File: src/rtl/mandel_iter_ctrl.sv
// Mandelbrot iteration sequencer for one pixel: drives a shared serial multiplier
// through zr*zr, zi*zi, zr*zi per iteration, then checks escape and updates z.
module mandel_iter_ctrl #(
    parameter int WIDTH    = 10,
    parameter int FRAC     = 7,
    parameter int MAX_ITER = 15,
    localparam int ITER_W  = $clog2(MAX_ITER + 1)
) (
    input  logic                      clk,
    input  logic                      rst,
    input  logic                      start,
    input  logic signed [WIDTH-1:0]   cr,
    input  logic signed [WIDTH-1:0]   ci,
    output logic                      busy,
    output logic                      done,
    output logic [ITER_W-1:0]         iter_count,
    output logic                      escaped,
    output logic signed [WIDTH-1:0]   mul_x,
    output logic signed [WIDTH-1:0]   mul_y,
    output logic                      mul_start,
    input  logic signed [2*WIDTH-1:0] mul_out,
    input  logic                      mul_finished
);

    localparam int PW = 2 * WIDTH - FRAC;
    localparam int GW = PW + 2;
    localparam logic signed [PW:0]   ESC_LIMIT = (PW + 1)'(4 << FRAC);
    localparam logic signed [GW-1:0] Z_MAX     = GW'((1 << (WIDTH - 1)) - 1);
    localparam logic signed [GW-1:0] Z_MIN     = -GW'(1 << (WIDTH - 1));

    typedef enum logic [2:0] {
        IDLE,
        ISSUE,
        ARM,
        WAIT,
        UPDATE,
        DONE
    } state_t;

    typedef enum logic [1:0] {
        OP_XX,
        OP_YY,
        OP_XY
    } op_t;

    state_t state, state_next;
    op_t    op;

    logic signed [WIDTH-1:0] zr, zi, cr_q, ci_q;
    logic signed [PW-1:0]    xx, yy, xy, prod;
    logic signed [PW:0]      mag;
    logic signed [GW-1:0]    re_w, im_w;
    logic [ITER_W-1:0]       iter_inc;
    logic                    esc_hit, last_iter;

    function automatic logic signed [WIDTH-1:0] sat(input logic signed [GW-1:0] v);
        if (v > Z_MAX)
            return WIDTH'(Z_MAX);
        else if (v < Z_MIN)
            return WIDTH'(Z_MIN);
        else
            return WIDTH'(v);
    endfunction

    always_ff @(posedge clk) begin
        if (rst)
            state <= IDLE;
        else
            state <= state_next;
    end

    always_comb begin
        state_next = state;
        unique case (state)
            IDLE:    if (start) state_next = ISSUE;
            ISSUE:   if (mul_finished) state_next = ARM;
            ARM:     state_next = WAIT;
            WAIT: begin
                if (mul_finished)
                    state_next = (op == OP_XY) ? UPDATE : ISSUE;
            end
            UPDATE:  state_next = (esc_hit || last_iter) ? DONE : ISSUE;
            DONE:    state_next = IDLE;
            default: state_next = IDLE;
        endcase
    end

    always_comb begin
        busy      = (state != IDLE) && (state != DONE);
        done      = (state == DONE);
        mul_start = (state == ISSUE) && mul_finished;
    end

    // Operands come straight from op/z, which only change at capture or update,
    // so they stay stable for the whole multiply.
    always_comb begin
        unique case (op)
            OP_XX: begin
                mul_x = zr;
                mul_y = zr;
            end
            OP_YY: begin
                mul_x = zi;
                mul_y = zi;
            end
            default: begin
                mul_x = zr;
                mul_y = zi;
            end
        endcase
    end

    always_comb begin
        prod      = PW'(mul_out >>> FRAC);
        mag       = (PW + 1)'(xx) + (PW + 1)'(yy);
        esc_hit   = mag > ESC_LIMIT;
        re_w      = GW'(xx) - GW'(yy) + GW'(cr_q);
        im_w      = (GW'(xy) <<< 1) + GW'(ci_q);
        iter_inc  = iter_count + ITER_W'(1);
        last_iter = (iter_inc == ITER_W'(MAX_ITER));
    end

    always_ff @(posedge clk) begin
        if (rst) begin
            op         <= OP_XX;
            zr         <= '0;
            zi         <= '0;
            cr_q       <= '0;
            ci_q       <= '0;
            xx         <= '0;
            yy         <= '0;
            xy         <= '0;
            iter_count <= '0;
            escaped    <= 1'b0;
        end else begin
            unique case (state)
                IDLE: begin
                    if (start) begin
                        cr_q       <= cr;
                        ci_q       <= ci;
                        zr         <= '0;
                        zi         <= '0;
                        iter_count <= '0;
                        escaped    <= 1'b0;
                        op         <= OP_XX;
                    end
                end
                WAIT: begin
                    if (mul_finished) begin
                        unique case (op)
                            OP_XX: begin
                                xx <= prod;
                                op <= OP_YY;
                            end
                            OP_YY: begin
                                yy <= prod;
                                op <= OP_XY;
                            end
                            default: xy <= prod;
                        endcase
                    end
                end
                UPDATE: begin
                    if (esc_hit) begin
                        escaped <= 1'b1;
                    end else begin
                        zr         <= sat(re_w);
                        zi         <= sat(im_w);
                        iter_count <= iter_inc;
                        op         <= OP_XX;
                        if (last_iter)
                            escaped <= 1'b0;
                    end
                end
                default: ;
            endcase
        end
    end

endmodule

File: config.mk
export PLATFORM = sky130hd
export DESIGN_NAME = mandel_iter_ctrl
export DESIGN_NICKNAME = d
export VERILOG_FILES = /design/src/rtl/mandel_iter_ctrl.sv
export SDC_FILE = /design/constraint.sdc
export NUM_CORES = 1
export LEC_CHECK = 0
export ABC_AREA = 1
export CORE_MARGIN = 2
export CORE_UTILIZATION = 25
export DETAILED_ROUTE_END_ITERATION = 8
export GPL_ROUTABILITY_DRIVEN = 0
export PLACE_DENSITY = 0.44
export SETUP_SLACK_MARGIN = 0.2
export SLEW_MARGIN = 20
export SYNTH_ARGS = -nofsm -noshare
export SYNTH_HDL_FRONTEND = slang
export SYNTH_SLANG_ARGS = --single-unit
File: constraint.sdc
create_clock -name clk -period 7.7 [get_ports clk]
set_clock_uncertainty 0.15 [all_clocks]
set_input_delay 1.54 -clock clk [delete_from_list [all_inputs] [get_ports clk]]
set_output_delay 1.54 -clock clk [all_outputs]
set_load 0.05 [all_outputs]
# Word level (Yosys, flattened, before mapping)
# Index checks and enable logic that the tools add are counted.
# W data, S select, Z words.
[totals] output_inout_bits=28 word_cells=83 reg_bits=89 input_bits=44
[classes] add_sub_neg=5 muxes=29 order_cmp=5 n_reduce_logical=17 n_eq_ne=15 bitwise=1
[ops] op="$mux W10" count=9
[ops] op="$pmux W10 S2" count=2
[ops] op="$add A14 B10 Y15" count=2
[ops] op="$gt A15 B10 Y1 const B" count=2
[ops] op="$lt A15 B10 Y1 const B" count=2
[ops] op="$reduce_and A3 Y1" count=6
[ops] op="$mux W3" count=5
[ops] op="$pmux W3 S5" count=1
[ops] op="$add A13 B13 Y14" count=1
[ops] op="$gt A14 B11 Y1 const B" count=1
[ops] op="$sub A13 B13 Y14" count=1
[ops] op="$ne A3 B3 Y1 const B" count=3
[ops] op="$mux W4" count=2
[ops] op="$ne A2 B2 Y1 const B" count=4
[ops] op="$pmux W4 S2" count=1
[ops] op="$eq A3 B2 Y1 const B" count=2
[ops] op="$eq A3 B3 Y1 const B" count=2
[ops] op="$mux W2" count=3
[ops] op="$pmux W2 S3" count=1
[ops] op="$reduce_bool A3 Y1" count=2
[ops] op="$reduce_and A5 Y1" count=1
[ops] op="$add A4 B1 Y4 const B" count=1
[ops] op="$eq A4 B4 Y1 const B" count=1
[ops] op="$pmux W2 S2" count=1
[ops] op="other kinds (13)" count=16

# Depth between registers and ports, before layout
[logic_depth] word_depth=7 mapped_depth=20 mapped_depth_nobuf=20

# Least setup slack after synthesis
# No wires, ideal clock.
[synth_path] path_kind="input to output" start="input mul_finished" end="output mul_start" stages=2 slack_ps=4111 n_path_buf=0 t_required_ps=6010 arrival_time_ps=1899 path_cell_list="nand2_1 > inv_1"
[synth_between] elab_chain_cells=1
[synth_lines] item="start, declared" line_no="22" source="input logic mul_finished"
[synth_lines] item="$logic_and A1 B1 Y1" line_no="91" source="mul_start = (state == ISSUE) && mul_finished;"
[synth_lines] item="end, declared" line_no="20" source="output logic mul_start,"
# Every way passes these cells.

# Worst setup path in the final report
# Same ends and word-level chain as after synthesis.

==> impl_results.md <==
* Synth Flop Type: dfxtp_1
* Least-Margin Pin Slew at around 0.75 ns
* WL final at 19300 um
* Clock sinks at 89
* Die W at 165 um
* Effective utilization at floorplan at 25.2%
* DP Wirelength at 15400 um
* Critical R2R Launch: yy[1]
* Pwr dens at 174 nW/um^2
* Share of layout cells above drive strength 1 at 3.10%
* # IOs at 72
* Hold crit path type: register to register
* Slew margin rel. at 49.9%
* Hold buffers post-CTS at 0
* Post-DRT Antenna Nets at 0
* Worst Hold Path EP: ci_q[0]
* Number of slew-limit violations in the final report at 0
* Total gr overflow at 0
* DRC viols at 0
* Synthesized flop and latch total at 89
* Final hold viol count at 0
* Crit Reg-Reg Endpoint: zr[2]
* Synthesized Nets at 1141
* Pre-antenna DRT Iters at 4
* RSZ-0062 raised after global routing: false
* Synthesized instance count at between 1000 and 1500
* Fin nets at 1193
* Vias in the first global route at 6129
* Seq/Total Area, Yosys at 27.3%
* CTS resizes at 0
* Status: completed
* Gr usage total at 14.6%
* Fin worst setup slack at 2.93 ns
* Post-synth EDFFs at 0
* Most common cell in the synthesized netlist: nand2_1
* Worst-path clk slew at ~0.08 ns
* Crit path kind: input pin to primary output
* Dominant cells by area after synthesis: dfxtp_1 27%, nand2_1 17%, inv_1 8.4%, ha_1 8.3%, nor2_1 8.1%
* Final setup TNS at 0 ns
* Final setup violation count at 0
* Async set or reset register ratio after synthesis at 0%
* Largest net degree at the start of global routing at between 40 and 50
* Post-synth top area share at 27.3%
* DRT iter0 DRCs at 260
* First-pass GRT wire length at 31000 um
* Crit Path Max Fanout at 5
* Bufs on Longest Clock Path at 2
* Clock Root Buffer: clkbuf_16
* Worst-Skew Late Latency at 0.35 ns
* Commonest cells in the netlist: 287 x nand2_1, 145 x inv_1, 140 x nor2_1
* Warnings, synthesis at 0
* Hold Crit Depth at 2
* CP Data Arrival Time at 3.08 ns
* CP Data Required Time at roughly 6.0 ns
* Row count at 59
* Max Cap Viol at 0
* P&R area growth vs syn at 19.5%
* Worst ir drop on vdd at 89.9 uV
* Post-layout min period at roughly 4.8 ns
* Total CTS buffers at 9
* Die Ht at 165 um
* Initial antenna violation count at 0
* Synth Cell Area at around 6500 um^2
* Filler cells at 2970
* IO buf count at 64
* PnR Total Power at 1.35 mW
* CTS H-tree lvls at 3
* Syn avg cell area at 6.27 um^2
* Via/cell ratio at 4.43
* Min-Delay Startpoint: ci_q[0]
* CTS tree: done
* Post-synthesis cell type count at 34
* Leak pwr at 3.64 nW
* Final Core Density at 30.1%
* Worst setup EP type: primary output
* Vias at 6346
* Core box area at 25800 um^2
* R2R depth at 17
* Max Clock Freq at 210 MHz
* Post-CTS setup buffers at 0
* Antenna diodes at 0
* Area leader, netlist: dfxtp_1
* Flop2flop setup slack at around 4.5 ns
* Post-placement setup slack at 2.92 ns
* Drt wl/cell at ~13 um
* Startpoint class of the critical path: input pin
* Fin crit share at 62.0%
* WHS at 0.309 ns
* Die area at 27400 um^2
## flip-flops by register name, summed over array words and instances (netlist names), 2 cells and up
signal,flops
xy,13
state,3
zi,10
iter_count,4
op,2
zr,10
yy,13
xx,13
ci_q,10
cr_q,10
## per-layer routing
layer | global-route usage [%] | wire length, um
met3 | 1.95 | 382
met5 | 0 | 0
met2 | 24.1 | 8770
met4 | 3.96 | 286
met1 | 20.1 | 9880
## power breakdown
part           leakage [nW]  internal [mW]  switching, mW
clock                 0.139          0.229          0.220
sequential            0.722          0.475         0.0105
combinational          2.78          0.147          0.271
## cell usage in the layout (no fill, tap or decap), types with 4 or more instances in the layout
| cell | Yosys | final |
|---|---|---|
| nand2_1 | 287 | 287 |
| inv_1 | 145 | 145 |
| nor2_1 | 140 | 139 |
| o21bai_1 | 4 | 4 |
| nand4_1 | 13 | 13 |
| nand3b_1 | 5 | 5 |
| nand3_1 | 77 | 77 |
| o21ai_0 | 81 | 81 |
| xor2_1 | 8 | 8 |
| clkdlybuf4s50_1 | 0 | 64 |
| clkbuf_16 | 0 | 9 |
| a21oi_1 | 71 | 71 |
| dfxtp_1 | 89 | 89 |
| fa_1 | 15 | 15 |
| xnor2_1 | 7 | 7 |
| buf_4 | 2 | 5 |
| ha_1 | 43 | 43 |
| a21oi_2 | 5 | 5 |
## worst max-delay path, stage by stage
cell and delay, ns:
clkdlybuf4s50_1 0.59, nand2_1 0.10, inv_1 0.06, clkdlybuf4s50_1 0.79
## cell type report
type,count,area (um^2),area share [%]
inverters,147,552,7.09
well taps,335,419,5.39
clock buffers,9,225,2.89
multi-input cells,775,4060,52.1
flip-flops and latches,89,1780,22.9
clock inverters,7,71.3,0.916
repair buffers,69,678,8.71
## cells by family after synthesis
family                   count (synthesis)  synth area share, %
AND/OR/NAND/NOR                        533                 33.5
buffers and inverters                  175                 10.4
AO/OA/AOI/OAI                          169                 13.9
flip-flops                              89                 27.3
adder cells (fa/ha/maj)                 58                 12.9
XOR/XNOR                                15                 2.02
## per-stage QoR
step / area (um^2) / std cells
2_1_floorplan: 6520 / 1039
3_3_place_gp: 7480 / 1415
3_5_place_dp: 7490 / 1415
4_1_cts: 7780 / 1431
5_1_grt: 7780 / 1431
6_report: 7780 / 1431
## worst max-delay path by stage
stage	start	to	cells past startpoint
4_1_cts	mul_finished	mul_start	4
3_5_place_dp	mul_finished	mul_start	4
2_1_floorplan	mul_finished	mul_start	2
3_3_place_gp	mul_finished	mul_start	4
6_report	mul_finished	mul_start	4
5_1_grt	mul_finished	mul_start	4
Note: power is estimated with default switching activity, not from simulation.
